File: config.mk
export PLATFORM = sky130hd
export DESIGN_NAME = traffic_light_monitor
export DESIGN_NICKNAME = d
export VERILOG_FILES = /design/src/rtl/traffic_light_monitor_pkg.sv /design/src/rtl/traffic_light_monitor_channel.sv /design/src/rtl/traffic_light_monitor.sv
export SDC_FILE = /design/constraint.sdc
export NUM_CORES = 1
export LEC_CHECK = 0
export BUFFER_PORTS_ARGS = -buffer_cell sky130_fd_sc_hd__buf_2
export CAP_MARGIN = 10
export CORE_ASPECT_RATIO = 0.9
export CORE_UTILIZATION = 60
export DETAILED_ROUTE_END_ITERATION = 7
export GPL_ROUTABILITY_DRIVEN = 0
export PLACE_DENSITY = 0.79
export SETUP_SLACK_MARGIN = 0.4
export SYNTH_ARGS = -nofsm -noshare
export SYNTH_HDL_FRONTEND = slang
export SYNTH_SLANG_ARGS = --single-unit
export TNS_END_PERCENT = 10
File: constraint.sdc
create_clock -name clk -period 3.49 [get_ports clk]
set_input_delay 0.698 -clock clk [delete_from_list [all_inputs] [get_ports clk]]
set_output_delay 0.698 -clock clk [all_outputs]
set_load 0.1 [all_outputs]
File: src/rtl/traffic_light_monitor_pkg.sv
// Shared types for the four-way traffic light monitor: light encoding, error
// codes, direction indices and small classification helpers.
package traffic_pkg;

  typedef enum logic [1:0] {
    GREEN  = 2'd0,
    YELLOW = 2'd1,
    RED    = 2'd2,
    LEFT   = 2'd3
  } traffic_light;

  typedef enum logic [2:0] {
    NONE          = 3'd0,
    ILLEGAL_TRANS = 3'd1,
    CONFLICT      = 3'd2,
    LEFT_CONFLICT = 3'd3,
    SHORT_GREEN   = 3'd4,
    SHORT_YELLOW  = 3'd5,
    RED_TIMEOUT   = 3'd6
  } mon_err_e;

  typedef enum logic [1:0] {
    DIR_N = 2'd0,
    DIR_S = 2'd1,
    DIR_E = 2'd2,
    DIR_W = 2'd3
  } light_dir_e;

  // Any aspect other than RED lets traffic into the junction.
  function automatic logic is_go(traffic_light l);
    return l != RED;
  endfunction

  function automatic logic legal_move(traffic_light p, traffic_light c);
    return ((p == GREEN)  && (c == YELLOW)) ||
           ((p == YELLOW) && (c == RED))    ||
           ((p == RED)    && (c == GREEN))  ||
           ((p == RED)    && (c == LEFT))   ||
           ((p == LEFT)   && (c == YELLOW));
  endfunction

  function automatic light_dir_e first_dir(logic [3:0] v);
    if (v[0])      return DIR_N;
    else if (v[1]) return DIR_S;
    else if (v[2]) return DIR_E;
    else           return DIR_W;
  endfunction

endpackage

File: src/rtl/traffic_light_monitor_channel.sv
// Per-direction sequencing checker: remembers the previous aspect and how long
// it has been held, and flags illegal moves, short dwells and red starvation.
module light_channel_checker
  import traffic_pkg::*;
#(
  parameter int MIN_GREEN  = 4,
  parameter int MIN_YELLOW = 2,
  parameter int MAX_RED    = 64,
  parameter int CNT_W      = 8
) (
  input  logic       clk_i,
  input  logic       rst_i,
  input  logic       en_i,
  input  logic       primed_i,
  input  logic [1:0] cur_i,
  output logic       illegal_o,
  output logic       short_green_o,
  output logic       short_yellow_o,
  output logic       red_timeout_o
);

  localparam logic [CNT_W-1:0] DWELL_MAX = '1;
  localparam logic [CNT_W-1:0] MIN_G     = CNT_W'(MIN_GREEN);
  localparam logic [CNT_W-1:0] MIN_Y     = CNT_W'(MIN_YELLOW);
  localparam logic [CNT_W-1:0] MAX_R     = CNT_W'(MAX_RED);
  localparam logic [CNT_W-1:0] ONE       = CNT_W'(1);

  traffic_light     cur_l;
  traffic_light     prev_q, prev_d;
  logic [CNT_W-1:0] dwell_q, dwell_d;

  assign cur_l = traffic_light'(cur_i);

  always_ff @(posedge clk_i or posedge rst_i) begin
    if (rst_i) begin
      prev_q  <= RED;
      dwell_q <= '0;
    end else begin
      prev_q  <= prev_d;
      dwell_q <= dwell_d;
    end
  end

  always_comb begin
    prev_d         = prev_q;
    dwell_d        = dwell_q;
    illegal_o      = 1'b0;
    short_green_o  = 1'b0;
    short_yellow_o = 1'b0;
    red_timeout_o  = 1'b0;
    if (en_i) begin
      prev_d = cur_l;
      if (!primed_i) begin
        dwell_d = ONE;
      end else if (cur_l == prev_q) begin
        // A saturated counter never re-reaches MAX_RED, so the timeout fires once.
        if (dwell_q != DWELL_MAX) begin
          dwell_d       = dwell_q + ONE;
          red_timeout_o = (cur_l == RED) && (dwell_d == MAX_R);
        end
      end else begin
        dwell_d        = ONE;
        illegal_o      = !legal_move(prev_q, cur_l);
        short_green_o  = (prev_q == GREEN)  && (dwell_q < MIN_G);
        short_yellow_o = (prev_q == YELLOW) && (dwell_q < MIN_Y);
      end
    end
  end

endmodule

File: src/rtl/traffic_light_monitor.sv
// Passive safety monitor for a four-way junction: per-direction sequencing plus
// cross-axis conflict checks, sticky first-error capture and a violation counter.
module traffic_light_monitor
  import traffic_pkg::*;
#(
  parameter int MIN_GREEN  = 4,
  parameter int MIN_YELLOW = 2,
  parameter int MAX_RED    = 64,
  parameter int CNT_W      = 8
) (
  input  logic             clk,
  input  logic             rst,
  input  logic             en,
  input  logic             err_clr,
  input  logic [1:0]       north,
  input  logic [1:0]       south,
  input  logic [1:0]       east,
  input  logic [1:0]       west,
  output logic             err,
  output logic [2:0]       err_code,
  output logic [1:0]       err_dir,
  output logic [CNT_W-1:0] viol_cnt
);

  localparam logic [CNT_W-1:0] CNT_MAX = '1;
  localparam logic [CNT_W-1:0] CNT_ONE = CNT_W'(1);

  logic [1:0]   raw [4];
  traffic_light lights [4];
  logic [3:0]   go, left_c, illegal, short_g, short_y, red_to;
  logic         chk, conflict, viol;
  mon_err_e     viol_code;
  light_dir_e   viol_dir;

  logic             primed_q, primed_d;
  logic             err_q, err_d;
  mon_err_e         err_code_q, err_code_d;
  light_dir_e       err_dir_q, err_dir_d;
  logic [CNT_W-1:0] viol_cnt_q, viol_cnt_d;

  assign raw[0] = north;
  assign raw[1] = south;
  assign raw[2] = east;
  assign raw[3] = west;

  for (genvar g = 0; g < 4; g++) begin : g_chan
    assign lights[g] = traffic_light'(raw[g]);
    light_channel_checker #(
      .MIN_GREEN (MIN_GREEN),
      .MIN_YELLOW(MIN_YELLOW),
      .MAX_RED   (MAX_RED),
      .CNT_W     (CNT_W)
    ) u_chk (
      .clk_i         (clk),
      .rst_i         (rst),
      .en_i          (en),
      .primed_i      (primed_q),
      .cur_i         (raw[g]),
      .illegal_o     (illegal[g]),
      .short_green_o (short_g[g]),
      .short_yellow_o(short_y[g]),
      .red_timeout_o (red_to[g])
    );
  end

  assign chk = en && primed_q;

  always_comb begin
    go     = '0;
    left_c = '0;
    for (int d = 0; d < 4; d++) begin
      go[d] = is_go(lights[d]);
      // Partner head across the same axis: N<->S, E<->W.
      left_c[d] = chk && (lights[d] == LEFT) && (lights[d ^ 1] == GREEN);
    end
    conflict = chk && (go[0] || go[1]) && (go[2] || go[3]);
  end

  always_comb begin
    viol_code = NONE;
    viol_dir  = DIR_N;
    if (conflict) begin
      viol_code = CONFLICT;
      viol_dir  = first_dir(go);
    end else if (|left_c) begin
      viol_code = LEFT_CONFLICT;
      viol_dir  = first_dir(left_c);
    end else if (|illegal) begin
      viol_code = ILLEGAL_TRANS;
      viol_dir  = first_dir(illegal);
    end else if (|short_g) begin
      viol_code = SHORT_GREEN;
      viol_dir  = first_dir(short_g);
    end else if (|short_y) begin
      viol_code = SHORT_YELLOW;
      viol_dir  = first_dir(short_y);
    end else if (|red_to) begin
      viol_code = RED_TIMEOUT;
      viol_dir  = first_dir(red_to);
    end
    viol = (viol_code != NONE);
  end

  always_comb begin
    primed_d   = en;
    err_d      = err_q;
    err_code_d = err_code_q;
    err_dir_d  = err_dir_q;
    viol_cnt_d = viol_cnt_q;
    if (err_clr) begin
      // A violation in the clearing cycle becomes the new first error.
      err_d      = viol;
      err_code_d = viol_code;
      err_dir_d  = viol_dir;
      viol_cnt_d = viol ? CNT_ONE : '0;
    end else if (viol) begin
      if (!err_q) begin
        err_d      = 1'b1;
        err_code_d = viol_code;
        err_dir_d  = viol_dir;
      end
      if (viol_cnt_q != CNT_MAX) viol_cnt_d = viol_cnt_q + CNT_ONE;
    end
  end

  always_ff @(posedge clk or posedge rst) begin
    if (rst) begin
      primed_q   <= 1'b0;
      err_q      <= 1'b0;
      err_code_q <= NONE;
      err_dir_q  <= DIR_N;
      viol_cnt_q <= '0;
    end else begin
      primed_q   <= primed_d;
      err_q      <= err_d;
      err_code_q <= err_code_d;
      err_dir_q  <= err_dir_d;
      viol_cnt_q <= viol_cnt_d;
    end
  end

  assign err      = err_q;
  assign err_code = err_code_q;
  assign err_dir  = err_dir_q;
  assign viol_cnt = viol_cnt_q;

endmodule

* Word-level counts from Yosys, hierarchy flattened
Index checks and enable logic that the tools add are counted. W data, S select, Z words.
Cells by class: add/sub/neg operators 5, multipliers 0, div/mod/pow operators 0, magnitude comparators 8, equal/unequal tests 46, shift operators 0, muxes and demuxes 106, bitwise logic cells 0, reduce and logical (&&, ||, !) cells 87
Operators with widths (count):
- $mux W8 | 15
- $mux W1 | 61
- $logic_and A1 B1 Y1 | 43
- $mux W2 | 21
- $add A8 B1 Y8 const B | 5
- $ne A8 B8 Y1 const B | 5
- $eq A2 B2 Y1 const B | 16
- $eq A8 B7 Y1 const B | 4
- $lt A8 B2 Y1 const B | 4
- $lt A8 B3 Y1 const B | 4
- $mux W3 | 9
- $reduce_or A4 Y1 | 5
- $logic_or A1 B1 Y1 | 18
- $eq A2 B1 Y1 const B | 8
- $logic_not A2 Y1 | 8
- $ne A3 B3 Y1 const B | 4
- $reduce_and A2 Y1 | 6
- $ne A2 B2 Y1 const B | 5
- $eq A2 B2 Y1 | 4
- $logic_not A1 Y1 | 4
- $reduce_bool A2 Y1 | 2
- $reduce_bool A3 Y1 | 1
Word-level totals: flip-flop bits (word level) 55, latch bits 0, bits in writable memories 0, bits in read-only memories 0, bits of input ports 12, output and inout bits 14, word-level logic and storage cells 265, memories 0

* Longest topological paths before layout
depth after elaboration 19, mapped depth 11, gate-level depth less buffers 9

* Modules after synthesis
From an unflattened synthesis, not the netlist that was laid out.
Second synthesis, totals: cell total of the unflattened synthesis 488, area total of the unflattened synthesis 4290.4 um^2
By module, submodules not included:
- light_channel_checker | times used 4, cells each 89, area each 789.5 um^2, sequential area each 251.5 um^2
- traffic_light_monitor | times used 1, cells each 132, area each 1132.3 um^2, sequential area each 375.4 um^2

* Worst setup path before layout
Ideal clock, no wire load.
path type input port to flip-flop, from input port south[1], to register err_code_q[0], in the netlist err_code[0], library setup time 126 ps, data arrival time 2928 ps, required time 3364 ps, setup slack 436 ps, stages on the path 9, path buffers 1, path through buf_4 > nand2b_1 > mux2_2 > o21ai_1 > nand4_1 > or2_1 > or4_4 > a21oi_2 > mux2_2
Between the ends: longest elaborated chain between the ends 17, elaborated cells on any way between the ends 53, those cells by class eq/ne: 5; mux: 22; reduce/logical: 26
Ends and longest elaborated chain:
- start: declaration | line traffic_light_monitor.sv:16 | input logic [1:0] south,
- parallel branches: the longest is 13 deep, another holds $reduce_or A4 Y1
- $mux W3 * | line traffic_light_monitor.sv:82 | if (conflict) begin
- $reduce_bool A3 Y1 / $mux W3 (equally long branches) | line traffic_light_monitor.sv:101, traffic_light_monitor.sv:117
- $reduce_bool A2 Y1 (no source line) / $mux W3 (equally long branches)
- $reduce_and A2 Y1 (no source line) / $mux W3 (equally long branches)
- end signal: assignment | line traffic_light_monitor.sv:136 | err_code_q <= err_code_d;
- end: declaration | line traffic_light_monitor.sv:37 | mon_err_e err_code_q, err_code_d;
Every way passes the cells marked *. The select of a mux whose other input is x is not followed. A chain may end at the register's enable or synchronous reset.

* Worst setup path in the final report
from register g_chan[3].u_chk.dwell_q[0], to register viol_cnt_q[3], in the netlist viol_cnt[3]
Between the ends: longest elaborated chain between the ends 17, elaborated cells on any way between the ends 30, those cells by class add/sub: 1; order compare: 2; eq/ne: 2; mux: 16; reduce/logical: 9
Ends and longest elaborated chain:
- start: declaration | line traffic_light_monitor_channel.sv:30 | logic [CNT_W-1:0] dwell_q, dwell_d;
- start signal: assignment | line traffic_light_monitor_channel.sv:40 | dwell_q <= dwell_d;
- $add A8 B1 Y8 | line traffic_light_monitor_channel.sv:58 | dwell_d = dwell_q + ONE;
- $eq A8 B7 Y1 | line traffic_light_monitor_channel.sv:59 | red_timeout_o = (cur_l == RED) && (dwell_d == MAX_R);
- $logic_and A1 B1 Y1 | line traffic_light_monitor_channel.sv:59
- $mux W1 | line traffic_light_monitor_channel.sv:57 | if (dwell_q != DWELL_MAX) begin
- $mux W1 | line traffic_light_monitor_channel.sv:55 | end else if (cur_l == prev_q) begin
- $mux W1 | line traffic_light_monitor_channel.sv:53 | if (!primed_i) begin
- $mux W1 | line traffic_light_monitor_channel.sv:51 | if (en_i) begin
- $reduce_or A4 Y1 | line traffic_light_monitor.sv:97 | end else if (|red_to) begin
- $mux W3 | line traffic_light_monitor.sv:97
- $mux W3 | line traffic_light_monitor.sv:94 | end else if (|short_y) begin
- $mux W3 * | line traffic_light_monitor.sv:91 | end else if (|short_g) begin
- $mux W3 * | line traffic_light_monitor.sv:88 | end else if (|illegal) begin
- $mux W3 * | line traffic_light_monitor.sv:85 | end else if (|left_c) begin
- $mux W3 * | line traffic_light_monitor.sv:82
- $reduce_bool A3 Y1 * | line traffic_light_monitor.sv:101 | viol = (viol_code != NONE);
- $reduce_bool A2 Y1 (no source line) *
- $reduce_and A2 Y1 (no source line) *
- end signal: assignment | line traffic_light_monitor.sv:138 | viol_cnt_q <= viol_cnt_d;
- end: declaration | line traffic_light_monitor.sv:39 | logic [CNT_W-1:0] viol_cnt_q, viol_cnt_d;
Mark *: on every way between the ends. The rest lies on a longest branch, timed or not.

==> results_dict.tcl <==
set metrics [dict create \
    status "complete, no violations" \
    cts-htree-levels 2 \
    num_rows 27 \
    synth_area_leaders "dfrtp_1 32%, o21ai_0 5.3%, mux2_2 3.7%, nand2_1 3.7%, nor2_1 3.0%" \
    n_fill_cell 547 \
    ir_drop_mv 0.232 \
    n_antenna_cell 0 \
    cts_root_buf "clkbuf_8" \
    max-cap-violations 0 \
    path_class "flop to flop" \
    post-route-util 0.680 \
    viasPerCell 6.32 \
    wl_um 8720 \
    ios 26 \
    wl_per_cell_um 15.5 \
    worst-slew-pin-transition_ns 0.647 \
    critPathArrivalTime_ns 3.29 \
    fmax_mhz 330 \
    synth-main-ff-cell "dfrtp_1" \
    multi_input_area_sq_mm 0.00242 \
    seqCellArea_sq_mm 0.00139 \
    async_reset_ff_frac 1.00 \
    drv_slew 0 \
    start_util 0.632 \
    nets 495 \
    fin_skew_ns 0.00754 \
    antenna_left 0 \
    grt_max_degree 21 \
    cts_tree "built" \
    numCtsBuffers 5 \
    clk_path_buf_depth 2 \
    syn_avg_cell_area_sq_um 8.60 \
    start_kind "flop" \
    slew_headroom 0.565 \
    setup_viol_count_final 0 \
    finalHoldViolCount 0 \
    core_area_sq_mm 0.00622 \
    num_vias 3550 \
    dieArea_sq_mm 0.00688 \
    drc 0 \
    antenna_found_initial 0 \
    post-route-period-util 0.869 \
    rsz0062_at_grt "false" \
    synth_top_area_share 0.325 \
    overflow 0 \
    grt_pass1_vias 3076 \
    ys_ff_latch 55 \
    track_usage 0.259 \
    fin_setup_tns_ns 0 \
    required_ns 3.75 \
    postSynthCellCount 457 \
    cp-end-kind "flop" \
    ys_types 71 \
    syn_area_sq_mm 0.00393 \
    die_h_um 78.8 \
    postCtsHoldBufs 0 \
    synth_edf_count 0 \
    crit_fanout 8 \
    insertion_delay_ns 0.31 \
    syn_nets 478 \
    r2r_setup_slack_ns 0.46 \
    dp_slack_ns 0.137 \
    leakagePower_nw 1.81 \
    min_path_type "primary input to asynchronous set/reset pin" \
    setup_ws_ns 0.456 \
    powerDensity_mw_per_mm2 411 \
    cts.reportedPaths.clkPinSlew_ns 0.10 \
    drt_iter0_drc 286 \
    die_width_um 87.3 \
    io_buffers 25 \
    fin_crit_ns 3.03 \
    syn_to_final_growth_pct 7.48 \
    clock_sinks 55 \
    first_pass_iters 5 \
    yosys.area.top_type "dfrtp_1" \
    synth_warnings 0 \
    drive_gt1_frac 0.175 \
    hpwl_um 6370 \
    ys_seq_area_frac 0.351 \
    grt_pass1_wl_um 14300 \
]
==> what timing repair did <==
item | 4_1_cts | 5_1_grt
setup buffers | 0 | 0
resized for setup | 2 | 8
pin swaps | 0 | 3
gates cloned | 0 | 1
setup endpoints to repair | 3 | 5
==> worst max-delay path: stages (launching register included) <==
cell      delay [ns]
dfrtp_2         0.45
ha_2            0.25
and3_1          0.19
o211a_1         0.22
o221ai_1        0.26
o32ai_1         0.15
nand3b_1        0.25
or4_2           0.76
a311oi_1        0.31
a31o_1          0.13
==> cell type report <==
type,count,area share
clock buffer,7,0.0204
clock inverter,1,0.00118
inverter,13,0.0115
multi-input combinational,368,0.573
sequential,55,0.328
tap,87,0.0258
timing repair buffer,31,0.0403
==> logic make-up (layout without fill, tap and decap cells) <==
family / count (synthesis) / count (layout) / synth area share
AND/OR/NAND/NOR: 207 / 208 / 0.301
AO/OA/AOI/OAI: 119 / 119 / 0.196
flip-flops: 55 / 55 / 0.351
buffers and inverters: 35 / 52 / 0.0430
XOR/XNOR: 17 / 17 / 0.0379
multiplexers: 15 / 15 / 0.0423
adder cells (fa/ha/maj): 9 / 9 / 0.0286
==> stage by stage <==
stage	power (mW)	std cells	hold WS (ns)	area, sq um
final	1.73	562	0.341	4230
after global routing	1.83	562	0.360	4230
after CTS	1.73	561	0.339	4190
after detailed placement	1.36	553	0.495	4090
after global placement	1.35	553	0.486	4090
after floorplan	1.25	457	0.497	3930
==> path summary, 6_finish.rpt <==
kind                                                   to                  startpoint  cells past startpoint
min in group clk                              err_code[0]                 err_code[0]                      1
worst max register to register                viol_cnt[3]  g_chan[3].u_chk.dwell_q[0]                      9
worst min-delay path                          viol_cnt[5]                         rst                      2
worst max-delay path                          viol_cnt[3]  g_chan[3].u_chk.dwell_q[0]                      9
worst min register to register                err_code[0]                 err_code[0]                      1
max in group asynchronous       g_chan[1].u_chk.prev_q[1]                         rst                      3
==> cell usage in the layout (no fill, tap or decap), drive strengths merged, types with 4 or more instances in the layout <==
| cell type | synthesis | layout |
|---|---|---|
| or3 | 5 | 5 |
| nand4 | 10 | 10 |
| o31ai | 11 | 11 |
| and2 | 6 | 6 |
| xor2 | 12 | 12 |
| mux2 | 13 | 13 |
| dfrtp | 51 | 51 |
| inv | 13 | 13 |
| ha | 9 | 9 |
| and4 | 5 | 5 |
| nand3b | 6 | 6 |
| nor3 | 18 | 18 |
| nor2b | 11 | 11 |
| or4 | 3 | 4 |
| o211ai | 5 | 5 |
| nand2b | 13 | 13 |
| dfstp | 4 | 4 |
| a22o | 4 | 4 |
| a31o | 4 | 4 |
| nand3 | 20 | 20 |
| or2 | 5 | 5 |
| clkbuf | 13 | 7 |
| nand2 | 39 | 39 |
| nor3b | 5 | 5 |
| o21ai | 48 | 48 |
| buf | 9 | 31 |
| nor2 | 31 | 31 |
| xnor2 | 5 | 5 |
| a21oi | 19 | 19 |
| and3 | 11 | 11 |
| nor4 | 12 | 12 |
| a311oi | 5 | 5 |
==> sequential cells by signal (all words and copies together) (netlist names) <==
name / cells
err_code: 3
g_chan.u_chk.dwell_q: 32
primed_q: 1
err_dir: 2
err: 1
g_chan.u_chk.prev_q: 8
viol_cnt: 8
==> Yosys cell counts (all sizes together) (4+ instances only) <==
| cell type | count |
|---|---|
| and3 | 11 |
| ha | 9 |
| nand3 | 20 |
| or3 | 5 |
| clkbuf | 13 |
| nor3b | 5 |
| a21oi | 19 |
| inv | 13 |
| o21ai | 48 |
| nor2 | 31 |
| o31ai | 11 |
| a22o | 4 |
| nand3b | 6 |
| nand2b | 13 |
| buf | 9 |
| dfstp | 4 |
| or2 | 5 |
| nand2 | 39 |
| o211ai | 5 |
| xnor2 | 5 |
| nor2b | 11 |
| nand4 | 10 |
| xor2 | 12 |
| nor3 | 18 |
| dfrtp | 51 |
| nor4 | 12 |
| and4 | 5 |
| and2 | 6 |
| mux2 | 13 |
| a31o | 4 |
| a311oi | 5 |
==> power breakdown <==
group	internal [mW]	switching (mW)	leakage, nW
clock	0.161	0.201	0.0482
combinational	0.170	0.398	1.05
sequential	0.709	0.0949	0.709
==> layer usage <==
layer,part of all wire,global-route usage,vias to the layer above
li1,-,-,1725
met1,0.48,0.381,1695
met2,0.46,0.402,118
met3,0.055,0.0395,12
met4,0.0087,0.0607,0
met5,0,0,-
Power figures use the tool's default switching activity.
